[config.mk]
export PLATFORM = sky130hd
export DESIGN_NAME = round_score_timer_flat
export DESIGN_NICKNAME = d
export VERILOG_FILES = /design/src/rtl/round_score_timer_if.sv /design/src/rtl/round_score_timer.sv /design/src/flat_wrapper.sv
export SDC_FILE = /design/constraint.sdc
export NUM_CORES = 1
export LEC_CHECK = 0
export CAP_MARGIN = 25
export CORE_MARGIN = 2
export CORE_UTILIZATION = 35
export CTS_CLUSTER_DIAMETER = 120
export DETAILED_ROUTE_END_ITERATION = 10
export SETUP_SLACK_MARGIN = 0.15
export SLEW_MARGIN = 5
export SYNTH_ARGS = -nofsm -noshare
export SYNTH_HDL_FRONTEND = slang
export SYNTH_SLANG_ARGS = --single-unit
[constraint.sdc]
create_clock -name clk -period 4.99 [get_ports clk]
set_clock_uncertainty 0.1 [all_clocks]
set_input_delay 1.2475 -clock clk [delete_from_list [all_inputs] [get_ports clk]]
set_output_delay 1.2475 -clock clk [all_outputs]
set_load 0.03 [all_outputs]
[src/rtl/round_score_timer_if.sv]
// Handshake bundle between the round controller and the player/high-score side.
interface round_score_timer_if;
  logic       start;
  logic       correct;
  logic       timerEnable;
  logic       timeout;
  logic [3:0] score10s;
  logic [3:0] score1s;
  logic [3:0] time10s;
  logic [3:0] time1s;

  modport master (
    output start, correct,
    input  timerEnable, timeout, score10s, score1s, time10s, time1s
  );

  modport slave (
    input  start, correct,
    output timerEnable, timeout, score10s, score1s, time10s, time1s
  );
endinterface

[src/rtl/round_score_timer.sv]
// Fixed-length game round: BCD seconds countdown plus saturating BCD score,
// with a one-cycle timeout pulse when the round ends.
module round_score_timer #(
  parameter int unsigned TICKS_PER_SEC = 50000000,
  parameter int unsigned GAME_SECONDS  = 60
) (
  input logic                clk,
  input logic                rst,
  round_score_timer_if.slave bus
);

  localparam int unsigned PW = (TICKS_PER_SEC > 1) ? $clog2(TICKS_PER_SEC) : 1;

  localparam logic [1:0] IDLE = 2'd0;
  localparam logic [1:0] RUN  = 2'd1;
  localparam logic [1:0] DONE = 2'd2;

  localparam logic [3:0]    INIT10   = 4'(GAME_SECONDS / 10);
  localparam logic [3:0]    INIT1    = 4'(GAME_SECONDS % 10);
  localparam logic [PW-1:0] LAST_PRE = PW'(TICKS_PER_SEC - 1);

  logic [1:0]    state;
  logic [PW-1:0] prescaler;
  logic          timerEnable;
  logic          timeout;
  logic [3:0]    score10s;
  logic [3:0]    score1s;
  logic [3:0]    time10s;
  logic [3:0]    time1s;

  logic lastTick;
  logic scoreFull;

  assign lastTick  = (prescaler == LAST_PRE);
  assign scoreFull = (score10s == 4'd9) && (score1s == 4'd9);

  always_ff @(posedge clk) begin
    if (rst) begin
      state       <= IDLE;
      prescaler   <= '0;
      timerEnable <= 1'b0;
      timeout     <= 1'b0;
      score10s    <= '0;
      score1s     <= '0;
      time10s     <= '0;
      time1s      <= '0;
    end else begin
      case (state)
        IDLE, DONE: begin
          timeout <= 1'b0;
          if (bus.start) begin
            state       <= RUN;
            prescaler   <= '0;
            timerEnable <= 1'b1;
            score10s    <= '0;
            score1s     <= '0;
            time10s     <= INIT10;
            time1s      <= INIT1;
          end
        end
        RUN: begin
          if (bus.correct && !scoreFull) begin
            if (score1s == 4'd9) begin
              score1s  <= '0;
              score10s <= score10s + 4'd1;
            end else begin
              score1s <= score1s + 4'd1;
            end
          end
          if (lastTick) begin
            prescaler <= '0;
            if (time1s == 4'd0) begin
              time1s  <= 4'd9;
              time10s <= time10s - 4'd1;
            end else begin
              time1s <= time1s - 4'd1;
            end
            // 01 -> 00 is the final decrement; the score update above still lands.
            if ((time10s == 4'd0) && (time1s == 4'd1)) begin
              state       <= DONE;
              timerEnable <= 1'b0;
              timeout     <= 1'b1;
            end
          end else begin
            prescaler <= prescaler + PW'(1);
          end
        end
        default: state <= IDLE;
      endcase
    end
  end

  assign bus.timerEnable = timerEnable;
  assign bus.timeout     = timeout;
  assign bus.score10s    = score10s;
  assign bus.score1s     = score1s;
  assign bus.time10s     = time10s;
  assign bus.time1s      = time1s;

endmodule

[src/flat_wrapper.sv]
// flat-port wrapper written by rule: the top's interface ports become plain ports
module round_score_timer_flat 
#(
  parameter int unsigned TICKS_PER_SEC = 50000000,
  parameter int unsigned GAME_SECONDS  = 60
)
  (clk, rst, bus_start, bus_correct, bus_timerEnable, bus_timeout, bus_score10s, bus_score1s, bus_time10s, bus_time1s);
  round_score_timer_if bus_i ();
  input logic clk;
  input logic rst;
  input wire logic [$bits(bus_i.start)-1:0] bus_start;
  input wire logic [$bits(bus_i.correct)-1:0] bus_correct;
  output wire logic [$bits(bus_i.timerEnable)-1:0] bus_timerEnable;
  output wire logic [$bits(bus_i.timeout)-1:0] bus_timeout;
  output wire logic [$bits(bus_i.score10s)-1:0] bus_score10s;
  output wire logic [$bits(bus_i.score1s)-1:0] bus_score1s;
  output wire logic [$bits(bus_i.time10s)-1:0] bus_time10s;
  output wire logic [$bits(bus_i.time1s)-1:0] bus_time1s;
  assign bus_i.start = bus_start;
  assign bus_i.correct = bus_correct;
  assign bus_timerEnable = bus_i.timerEnable;
  assign bus_timeout = bus_i.timeout;
  assign bus_score10s = bus_i.score10s;
  assign bus_score1s = bus_i.score1s;
  assign bus_time10s = bus_i.time10s;
  assign bus_time1s = bus_i.time1s;
  round_score_timer #(.TICKS_PER_SEC(TICKS_PER_SEC), .GAME_SECONDS(GAME_SECONDS)) u_core (.clk(clk), .rst(rst), .bus(bus_i));
endmodule
* Yosys cells after proc, flatten, opt, wreduce, memory -nomap -nowiden *
Index checks and enable logic that the tools add are counted.

cells by class
  reductions and logical operators = 17
  add/sub/neg operators = 5
  muxes and demuxes = 28
  equality and inequality tests = 12

operators by type and width
  kind                                                                 count
  26-bit 2-to-1 mux                                                    2
  26-bit one-hot mux with 2 select lines                               1
  4-bit 2-to-1 mux                                                     10
  4-bit one-hot mux with 2 select lines                                4
  26-bit by 1-bit adder with 26-bit output (second input constant)     1
  26-bit == test (second input constant)                               1
  3-bit AND reduction                                                  4
  4-bit AND reduction                                                  3
  2-bit by 1-bit != test with 1-bit output (second input constant)     5
  4-bit by 1-bit adder with 4-bit output (second input constant)       2
  4-bit == test (second input constant)                                2
  4-bit logical NOT                                                    2
  4-bit by 1-bit subtractor with 4-bit output (second input constant)  2
  2-bit 2-to-1 mux                                                     3
  1-bit 2-to-1 mux                                                     5
  4-bit by 1-bit == test with 1-bit output (second input constant)     1
  1-bit one-hot mux with 2 select lines                                2
  2-bit one-hot mux with 2 select lines                                1
  1-bit logical AND                                                    3
  2-bit by 1-bit == test with 1-bit output (second input constant)     1
  2-bit == test (second input constant)                                1
  2-bit logical NOT                                                    1
  2-bit != test (second input constant)                                1
  2-bit AND reduction                                                  1
  other kinds (3)                                                      3

storage, ports and cells
  output and inout port bits = 18
  bits of input ports = 4
  register bits = 46

* Logic depth before layout (Yosys ltp) *
Gate-level depths: netlist of the first run.

  depth after elaboration = 6
  mapped depth = 8
  depth with buffers taken out = 7

* Worst setup path before layout of the first run *
OpenSTA, ideal clock, no wires.

  path type = input-to-reg
  from = in bus_start
  to = reg u_core.prescaler[15]
  buffers on the path = 1
  path slack = 2.314 ns
  stages = 6
  data required time = 4.820 ns
  data arrival time = 2.506 ns
  setup time = 0.070 ns
  cell sequence = nand2b_1 clkbuf_1 a211oi_1 nand3_1 or4b_1 a21oi_1

between the ends
  longest elaborated chain between the ends = 2

ends and longest elaborated chain
  item                           line                     RTL
  from (decl)                    flat_wrapper.sv:11       input wire logic [$bits(bus_i.start)-1:0] bus_start;
  2-bit != test (no line)        n/a
  2-bit AND reduction (no line)  n/a
  to (signal assigned)           round_score_timer.sv:85  prescaler <= prescaler + PW'(1);
  to (decl)                      round_score_timer.sv:23  logic [PW-1:0] prescaler;

Every way passes these cells.
A chain may end at the register's enable or synchronous reset.

* Worst setup path after layout of the first run *
Ends and elaborated chain as after synthesis.

==> flow_summary.yaml, run 1 <==
clock_tree:
  tritoncts.num_buffers: 5
  register_clock_pin_slew_on_the_reported_worst_setup_and_hold_paths_ns: 0.08
  worst_skew_pair.late_latency_ns: 0.30
  cts.path.max_buffers: 2
  cts_num_sinks: 46
  root_buffer: "sky130_fd_sc_hd__clkbuf_8"
  clock_tree_from_tritoncts: "done"
  cts_resized: 0
  cts-hold-fix-buffers: 0
  htree_num_levels: 2
  postcts_setup_bufs: 0
global_route:
  track_usage_pct: 15.9
  global_route.overflow_total: 0
  grt_antenna_before_repair: 0
  maximum_number_of_pins_on_one_net_before_global_route_repair: 27
  grt_pass1_wl_um: 9760
  grt_pass1_vias: 1991
route:
  num_vias: 2167
  vias_per_cell: 5.59
  avgRoutedWirePerCell_um: 14.1
  drcViolationCount: 0
  detail-route-antenna-nets: 0
  firstDrtPassIters: 4
  drt_first_iter_violations: 146
  finalWirelength_um: 5480
synthesis:
  synth_area_leaders: "sky130_fd_sc_hd__dfxtp_1, sky130_fd_sc_hd__nor2_1, sky130_fd_sc_hd__xnor2_1"
  synth_cell_types: 53
  fraction_of_registers_with_async_set_or_reset_after_synthesis_pct: 0
  netlist_area_before_placement_mm2: 0.00244
  synth_top_area_share_pct: 37.8
  synth_edf_count: 0
  synth-warning-count: 0
  net_count_of_the_mapped_netlist: 303
  post-synth-top-count-cell: "sky130_fd_sc_hd__dfxtp_1"
  yosys.area.top_type: "sky130_fd_sc_hd__dfxtp_1"
  synth-main-ff-cell: "sky130_fd_sc_hd__dfxtp_1"
  ys_seq_area_share_pct: 37.8
  postSynthAreaPerCell_um2: 8.40
  synth_seq_cells: 46
  synth_commonest_cells: "sky130_fd_sc_hd__dfxtp_1, sky130_fd_sc_hd__nor2_1, sky130_fd_sc_hd__nand2_1, sky130_fd_sc_hd__a21oi_1"
  synthesis.instances: 290
timing:
  tns_setup_ns: 0
  achievable-frequency_ghz: 0.319
  timing_worst_slew_pin_value_ns: 0.942
  final_period_minus_worst_setup_slack_ns: 3.14
  report.final.setup_viol: 0
  final_hold_viol_count: 0
  final_max_slew_viol_count: 0
  layout_worst_path_cycle_share_pct: 62.9
  timing.max_slew.rel_slack_pct: 37.1
  grt_setup_unrepaired: "no"
floorplan:
  x_dimension_of_the_die_um: 87.5
  rows: 30
  floorplan.initialDensity_pct: 36.1
  fp.coreArea_mm2: 0.00676
  die-height_um: 87.5
  floorplan.io_pins: 22
  die_area_mm2: 0.00765
layout:
  drive_above_1_share_pct: 4.55
  insertedDiodeCount: 0
  finish.net_count: 320
  flow.area_growth_from_synthesis_pct: 14.8
  post_route_core_utilization_pct: 41.4
critical_path:
  critical_path_capture_point_type: "flip-flop"
  timing.critical_path.cells: "clkdlybuf4s50_1, nand2b_1, a211oi_1, nand3_1, or4b_1, a21oi_1"
  critical_path_class: "in -> reg"
  critPathLaunchType: "primary input"
  critical_path.top_delay_family: "simple AND/OR/NAND/NOR gates"
  max_stage_delay_ns: 0.52
  critical_path_required_ns: 5.12
  crit_arrival_ns: 3.27
  cp_slowest_cell: "sky130_fd_sc_hd__a211oi_1"
  maximum_fanout_along_the_worst_path: 9
  cp.buffers_inverters: 1
placed_design:
  gp_routability_congestion: 0.820
  dp_hpwl_um: 3920
  buffer_ports.inserted: 21
power_and_ir_drop:
  power_frac_seq_pct: 54.3
  comb_power_share_pct: 12.1
  cellPowerDensity_mw_per_mm2: 252
  cellLeakagePower_nw: 0.904
  switching_share_pct: 26.7
  p_switching_mw: 0.189
  intPower_mw: 0.517
  p_total_mw: 0.706
  power_frac_clock_pct: 33.6
  vdd_drop_max_mv: 0.104
run:
  max_cap_violations: 0
hold_path:
  hp_class: "reg -> reg"
outcome:
  status: "completed"
cell type report:
| cell class | count | area (µm²) |
|---|---|---|
| tap | 80 | 100 |
| clock inverter | 1 | 5.00 |
| timing repair buffer | 22 | 218 |
| clock buffer | 7 | 86.3 |
| fill | 700 | 3960 |
| multi-input combinational | 223 | 1430 |
| inverter | 9 | 33.8 |
| sequential | 46 | 921 |
tightest hold or removal path: cells and delay by family, from the launching register on:
kind | cells | cell delay (ns)
DFF | 1 | 0.32
AOI/OAI and AO/OA | 2 | 0.12
worst paths after layout:
path              depth (start not counted)                endpoint              startpoint  slack, ns
hold / removal                            2  u_core.bus.timerEnable  u_core.bus.timerEnable       0.37
setup reg to reg                          5  u_core.bus.score10s[0]         u_core.state[0]       2.56
setup / recovery                          6    u_core.prescaler[15]               bus_start       1.85
hold reg to reg                           2  u_core.bus.timerEnable  u_core.bus.timerEnable       0.37
power by group through the flow:
| stage | logic, mW | registers (mW) | clock network, mW |
|---|---|---|---|
| finish | 0.0857 | 0.383 | 0.237 |
| detailed placement | 0.0861 | 0.392 | 0 |
| global route | 0.0949 | 0.385 | 0.262 |
| global placement | 0.0851 | 0.392 | 0 |
| CTS | 0.0863 | 0.383 | 0.245 |
| floorplan | 0.0499 | 0.401 | 0 |
cells by family after synthesis:
family / count (synthesis) / synth area share (%)
compound gates: 56 / 15.2
xor+xnor: 21 / 7.55
fa+ha+maj: 9 / 4.62
buf+inv: 21 / 3.39
flops: 46 / 37.8
mux: 3 / 1.23
simple gates: 134 / 30.2
layout by cell type, fill, tap and decap left out, types with 2 or more instances in the layout:
cell,count
sky130_fd_sc_hd__dfxtp_1,46
sky130_fd_sc_hd__nor2_1,40
sky130_fd_sc_hd__clkdlybuf4s50_1,21
sky130_fd_sc_hd__nand2_1,20
sky130_fd_sc_hd__a21oi_1,15
sky130_fd_sc_hd__nand3_1,13
sky130_fd_sc_hd__xnor2_1,13
sky130_fd_sc_hd__inv_1,9
sky130_fd_sc_hd__nand4_1,9
sky130_fd_sc_hd__ha_1,9
sky130_fd_sc_hd__a31oi_1,8
sky130_fd_sc_hd__nor3_1,8
sky130_fd_sc_hd__xor2_1,8
sky130_fd_sc_hd__and4_1,6
sky130_fd_sc_hd__or3_1,6
sky130_fd_sc_hd__a211oi_1,6
sky130_fd_sc_hd__clkbuf_8,6
sky130_fd_sc_hd__o21ai_0,5
sky130_fd_sc_hd__and2_1,4
sky130_fd_sc_hd__nand2b_1,4
sky130_fd_sc_hd__o31ai_1,4
sky130_fd_sc_hd__nor4_1,3
sky130_fd_sc_hd__mux2i_1,3
sky130_fd_sc_hd__or4_1,3
sky130_fd_sc_hd__a22oi_1,3
sky130_fd_sc_hd__nor2b_1,2
sky130_fd_sc_hd__nand3b_1,2
sky130_fd_sc_hd__o211ai_1,2
sky130_fd_sc_hd__a2111oi_0,2
sky130_fd_sc_hd__nand4b_1,2
sky130_fd_sc_hd__or3b_2,2
sky130_fd_sc_hd__o32ai_1,2
routing by layer:
metal  track usage [%]  routed length [µm]  up-vias
met4              5.03                  76        0
met2              25.4                2480       38
met5                 0                   0        -
li1                  -                   -     1090
met3              3.13                 172        5
met1              21.5                2750     1034
sequential cells by signal, indices dropped and copies added, names as in the netlist:
| register | cells |
|---|---|
| u_core.bus.time1s | 4 |
| u_core.state | 2 |
| u_core.bus.score10s | 4 |
| u_core.prescaler | 26 |
| u_core.bus.timerEnable | 1 |
| u_core.bus.time10s | 4 |
| u_core.bus.timeout | 1 |
| u_core.bus.score1s | 4 |
through the flow:
| step | hold slack [ns] | cell area (µm²) | std cells | setup WS, ns |
|---|---|---|---|---|
| 5_1_grt | 0.407 | 2800 | 388 | 1.64 |
| 6_report | 0.375 | 2800 | 388 | 1.85 |
| 3_3_place_gp | 0.354 | 2710 | 380 | 1.56 |
| 4_1_cts | 0.379 | 2800 | 388 | 1.85 |
| 2_1_floorplan | 0.343 | 2440 | 290 | 2.31 |
| 3_5_place_dp | 0.367 | 2710 | 380 | 1.54 |
(Power assumes the default switching activity.)
==> run 2: changes to the inputs <==
Clock period 4.99 ns to 3.2 ns, I/O delays scaled along.
==> run 2 against run 1 <==
Global-route usage fell by 0.25 points. Hold slack got worse by 0.0083 ns. Register-to-register slack got worse by 1.7 ns. Die area did not move. Non-clock buffer count rose by 9. Clock power rose by 90%. Utilization rose by 1.3 points. Largest power group unchanged.
==> flow_summary.yaml, run 2 (synthesized netlist as in run 1, its figures left out) <==
floorplan:
  fp.coreArea_mm2: 0.00676
  floorplan.initialDensity_pct: 36.1
  die-height_um: 87.5
  die_area_mm2: 0.00765
  rows: 30
  x_dimension_of_the_die_um: 87.5
  floorplan.io_pins: 22
critical_path:
  cp-endpoint: "u_core.prescaler[15]"
  reg2reg_slack_ns: 0.91
  critical_path_class: "in -> reg"
  critical_path.reg2reg.startpoint: "u_core.prescaler[9]"
  critPathLaunchType: "primary input"
  maximum_fanout_along_the_worst_path: 4
  critical_path_capture_point_type: "flip-flop"
  rr_endpoint: "u_core.bus.time1s[2]"
  worstRegToRegCells: 5
  critical_path_required_ns: 3.34
  crit_arrival_ns: 2.62
  cp_launch_point: "bus_start"
timing:
  final_hold_viol_count: 0
  final_period_minus_worst_setup_slack_ns: 2.48
  timing_worst_slew_pin_value_ns: 0.620
  timing.max_slew.rel_slack_pct: 58.6
  report.final.setup_viol: 0
  layout_worst_path_cycle_share_pct: 77.6
  final_max_slew_viol_count: 0
  grt_setup_unrepaired: "no"
  tns_setup_ns: 0
  achievable-frequency_ghz: 0.403
  setup_slack_ns: 0.716
clock_tree:
  postcts_setup_bufs: 0
  cts_resized: 0
  tritoncts.num_buffers: 5
  root_buffer: "sky130_fd_sc_hd__clkbuf_8"
  cts.path.max_buffers: 2
  register_clock_pin_slew_on_the_reported_worst_setup_and_hold_paths_ns: 0.08
  cts_num_sinks: 46
  htree_num_levels: 2
  clock_tree_from_tritoncts: "done"
  cts-hold-fix-buffers: 0
  worst_skew_pair.late_latency_ns: 0.30
route:
  firstDrtPassIters: 4
  drcViolationCount: 0
  vias_per_cell: 5.52
  finalWirelength_um: 5630
  detail-route-antenna-nets: 0
  num_vias: 2187
  drt_first_iter_violations: 92
  avgRoutedWirePerCell_um: 14.2
placed_design:
  dp_hpwl_um: 4140
  gp_routability_congestion: 0.796
  setup_slack_placement_ns: 0.417
  buffer_ports.inserted: 21
  placed_cells_incl_taps: 389
hold_path:
  hp_class: "reg -> reg"
power_and_ir_drop:
  cellLeakagePower_nw: 0.958
  cellPowerDensity_mw_per_mm2: 413
  p_total_mw: 1.19
  vdd_drop_max_mv: 0.153
layout:
  insertedDiodeCount: 0
  most_common_library_cell_in_the_layout_ignoring_fill_and_taps: "sky130_fd_sc_hd__dfxtp_1"
  most_frequent_cells_in_the_layout: "sky130_fd_sc_hd__dfxtp_1, sky130_fd_sc_hd__nor2_1, sky130_fd_sc_hd__clkdlybuf4s50_1, sky130_fd_sc_hd__nand2_1, sky130_fd_sc_hd__a21oi_1"
  post_route_core_utilization_pct: 42.7
  max_ffs_per_register: 26
  finish.net_count: 329
  instances_no_fill: 396
  drive_above_1_share_pct: 7.28
  top_reg_by_flops: "u_core.prescaler"
  flow.area_growth_from_synthesis_pct: 18.4
global_route:
  grt_pass1_vias: 2002
  grt_antenna_before_repair: 0
  grt_pass1_wl_um: 9520
  track_usage_pct: 15.6
  maximum_number_of_pins_on_one_net_before_global_route_repair: 20
  global_route.overflow_total: 0
outcome:
  status: "completed"
run:
  max_cap_violations: 0
## run 2: changes by cell type in the layout (fill, tap and decap cells not counted), sizes merged
cell | before | now
clkbuf | 7 | 6
bufinv | 0 | 1
buf | 1 | 10
clkinv | 1 | 0
## run 2: layer usage
| layer | wire length, µm | part of all wire (%) | track usage [%] |
|---|---|---|---|
| met3 | 181 | 3.2 | 3.22 |
| met1 | 2880 | 51 | 21.1 |
| met5 | 0 | 0 | 0 |
| met4 | 68 | 1.2 | 5.31 |
| met2 | 2500 | 44 | 24.7 |
## run 2: cell type report
| cell class | count | area, µm² |
|---|---|---|
| repair buffers | 31 | 285 |
| multi-input cells | 223 | 1430 |
| inverters | 9 | 33.8 |
| fillers | 680 | 3870 |
| clock inverters | 1 | 30.0 |
| well taps | 80 | 100 |
| flip-flops and latches | 46 | 921 |
| clock buffers | 6 | 82.6 |
## run 2: report_power, final
part,internal [mW],total [mW],switching [mW]
registers,0.584,0.598,0.0143
logic,0.0563,0.145,0.0884
clock network,0.250,0.450,0.199
## run 2: worst min-delay path by stage
| stage | from | end | depth (start not counted) |
|---|---|---|---|
| CTS | u_core.bus.timeout | u_core.bus.timeout | 2 |
| global route | u_core.bus.timerEnable | u_core.bus.timerEnable | 2 |
| floorplan | u_core.prescaler[21] | u_core.prescaler[21] | 1 |
| finish | u_core.bus.timeout | u_core.bus.timeout | 2 |
| detailed placement | u_core.bus.timeout | u_core.bus.timeout | 2 |
| global placement | u_core.bus.timeout | u_core.bus.timeout | 2 |
## run 2: critical path: stages
cell,delay [ns]
sky130_fd_sc_hd__clkdlybuf4s50_1,0.50
sky130_fd_sc_hd__nand2b_1,0.09
sky130_fd_sc_hd__a211oi_1,0.46
sky130_fd_sc_hd__nand3_1,0.15
sky130_fd_sc_hd__or4b_1,0.48
sky130_fd_sc_hd__a21oi_1,0.14
## run 2: metrics by stage
| stage | cell area (µm²) | hold slack [ns] |
|---|---|---|
| 6_report | 2890 | 0.366 |
| 2_1_floorplan | 2440 | 0.343 |
| 5_1_grt | 2890 | 0.389 |
| 3_3_place_gp | 2770 | 0.355 |
| 3_5_place_dp | 2770 | 0.359 |
| 4_1_cts | 2890 | 0.371 |
==> run 3: changes to the inputs <==
Clock period 3.2 ns to 2.35 ns, I/O delays scaled along.
==> run 3 against run 2 <==
Clock power increased by 35%. Final area increased by 5.0%. Sequential power increased by 36%. Die area unchanged. Final cell count increased by 3.3%. Largest cell class unchanged. Critical path depth decreased by 5. Global-route usage increased by 0.22 points. First-iteration DRC count increased by 18%. Register-to-register slack got worse by 0.68 ns. Routed wire length increased by 3.7%. Worst setup slack got worse by 0.50 ns. Non-clock buffer count increased by 12.
==> flow_summary.yaml, run 3 (synthesized netlist as in run 1, its figures left out) <==
outcome:
  status: "completed"
critical_path:
  critical_path.top_delay_family: "buffers and inverters"
  crit_arrival_ns: 1.45
  critical_path_capture_point_type: "primary output"
  timing.critical_path.cells: "clkdlybuf4s50_1"
  critical_path_required_ns: 1.66
  critical_path_class: "reg -> out"
  max_stage_delay_ns: 0.71
  cp_slowest_cell: "sky130_fd_sc_hd__clkdlybuf4s50_1"
  critPathLaunchType: "flip-flop"
  cp.buffers_inverters: 1
  maximum_fanout_along_the_worst_path: 6
power_and_ir_drop:
  p_total_mw: 1.64
  switching_share_pct: 26.5
  comb_power_share_pct: 13.2
  p_switching_mw: 0.434
  cellPowerDensity_mw_per_mm2: 540
  power_frac_seq_pct: 49.8
  vdd_drop_max_mv: 0.197
  power_frac_clock_pct: 37.0
  cellLeakagePower_nw: 1.07
  intPower_mw: 1.20
clock_tree:
  htree_num_levels: 2
  root_buffer: "sky130_fd_sc_hd__clkbuf_8"
  cts.path.max_buffers: 2
  tritoncts.num_buffers: 5
  cts_num_sinks: 46
  clock_tree_from_tritoncts: "done"
  register_clock_pin_slew_on_the_reported_worst_setup_and_hold_paths_ns: 0.09
  worst_skew_pair.late_latency_ns: 0.31
timing:
  final_period_minus_worst_setup_slack_ns: 2.14
  final_max_slew_viol_count: 0
  timing.max_slew.rel_slack_pct: 75.4
  report.final.setup_viol: 0
  tns_setup_ns: 0
  setup_slack_ns: 0.215
  final_hold_viol_count: 0
  timing_worst_slew_pin_value_ns: 0.359
  grt_setup_unrepaired: "no"
  achievable-frequency_ghz: 0.468
  finalHoldWorstSlack_ns: 0.368
  layout_worst_path_cycle_share_pct: 90.9
layout:
  layout.filler_cells: 683
  flow.area_growth_from_synthesis_pct: 24.3
  insertedDiodeCount: 0
  top_reg_by_flops: "u_core.prescaler"
  max_ffs_per_register: 26
  multiInputGateArea_mm2: 0.00146
  most_common_library_cell_in_the_layout_ignoring_fill_and_taps: "sky130_fd_sc_hd__dfxtp_1"
  drive_above_1_share_pct: 14.0
  most_frequent_cells_in_the_layout: "sky130_fd_sc_hd__dfxtp_1, sky130_fd_sc_hd__nor2_1, sky130_fd_sc_hd__buf_4, sky130_fd_sc_hd__nand2_1, sky130_fd_sc_hd__clkdlybuf4s50_1"
  finish.net_count: 341
  cell_area_after_layout_mm2: 0.00303
  instances_no_fill: 409
  post_route_core_utilization_pct: 44.9
  ff_latch_area_um2: 927
global_route:
  grt_antenna_before_repair: 0
  global_route.overflow_total: 0
  maximum_number_of_pins_on_one_net_before_global_route_repair: 25
  grt_pass1_vias: 1997
  grt_pass1_wl_um: 9540
  track_usage_pct: 15.9
route:
  num_vias: 2251
  drt_first_iter_violations: 109
  route.met2.wl_um: 2710
  met3_length_um: 246
  vias_per_cell: 5.50
  top_layer_in_use: "met4"
  met1_length_um: 2790
  drcViolationCount: 0
  detail-route-antenna-nets: 0
  finalWirelength_um: 5840
  avgRoutedWirePerCell_um: 14.3
  firstDrtPassIters: 4
placed_design:
  buffer_ports.inserted: 21
  dp_hpwl_um: 4230
  placement.cell_area_mm2: 0.00287
  placed_cells_incl_taps: 400
  setup_slack_placement_ns: -0.0558
  gp_routability_congestion: 0.859
floorplan:
  floorplan.io_pins: 22
  die-height_um: 87.5
  rows: 30
  x_dimension_of_the_die_um: 87.5
  floorplan.initialDensity_pct: 36.1
  die_area_mm2: 0.00765
  fp.coreArea_mm2: 0.00676
hold_path:
  hp_class: "reg -> reg"
run:
  max_cap_violations: 0
run 3: cell types whose count changed in the layout (fill, tap and decap cells not counted), moves of 2 or more:
cell / previous run / this run
sky130_fd_sc_hd__dfxtp_2: 0 / 5
sky130_fd_sc_hd__dfxtp_1: 46 / 41
sky130_fd_sc_hd__buf_4: 10 / 21
sky130_fd_sc_hd__clkinvlp_4: 0 / 2
sky130_fd_sc_hd__dlymetal6s2s_1: 0 / 3
sky130_fd_sc_hd__clkdlybuf4s50_1: 21 / 18
run 3: worst paths after layout:
| check | slack (ns) | depth (start not counted) | startpoint | to |
|---|---|---|---|---|
| setup reg to reg | 0.23 | 5 | u_core.prescaler[18] | u_core.bus.time10s[3] |
| setup / recovery | 0.21 | 1 | u_core.bus.time1s[2] | bus_time1s[2] |
| hold / removal | 0.37 | 2 | u_core.bus.timeout | u_core.bus.timeout |
| hold reg to reg | 0.37 | 2 | u_core.bus.timeout | u_core.bus.timeout |
run 3: repair_timing:
| item | in CTS | in global routing |
|---|---|---|
| gates resized for setup | 0 | 14 |
| endpoints found under the setup margin | 0 | 31 |
| buffers inserted | 0 | 1 |
| hold buffers | 0 | 0 |
run 3: power groups by stage:
stage | Sequential, mW | Clock (mW) | Combinational, mW
global route | 0.818 | 0.655 | 0.236
CTS | 0.815 | 0.622 | 0.218
floorplan | 0.851 | 0 | 0.106
global placement | 0.832 | 0 | 0.214
detailed placement | 0.833 | 0 | 0.217
finish | 0.815 | 0.606 | 0.216
run 3: area by class of cell:
| cell class | count | area share, % |
|---|---|---|
| Inverter | 9 | 1.11 |
| Timing Repair Buffer | 43 | 13.0 |
| Sequential cell | 46 | 30.6 |
| Multi-Input combinational cell | 223 | 48.2 |
| Tap cell | 80 | 3.30 |
| Clock buffer | 5 | 2.27 |
| Clock inverter | 3 | 1.49 |
run 3: per-layer routing:
layer,GRT usage (%),up-vias
met5,0,-
met4,5.59,0
li1,-,1131
met2,25.8,50
met1,20.6,1063
met3,3.60,7
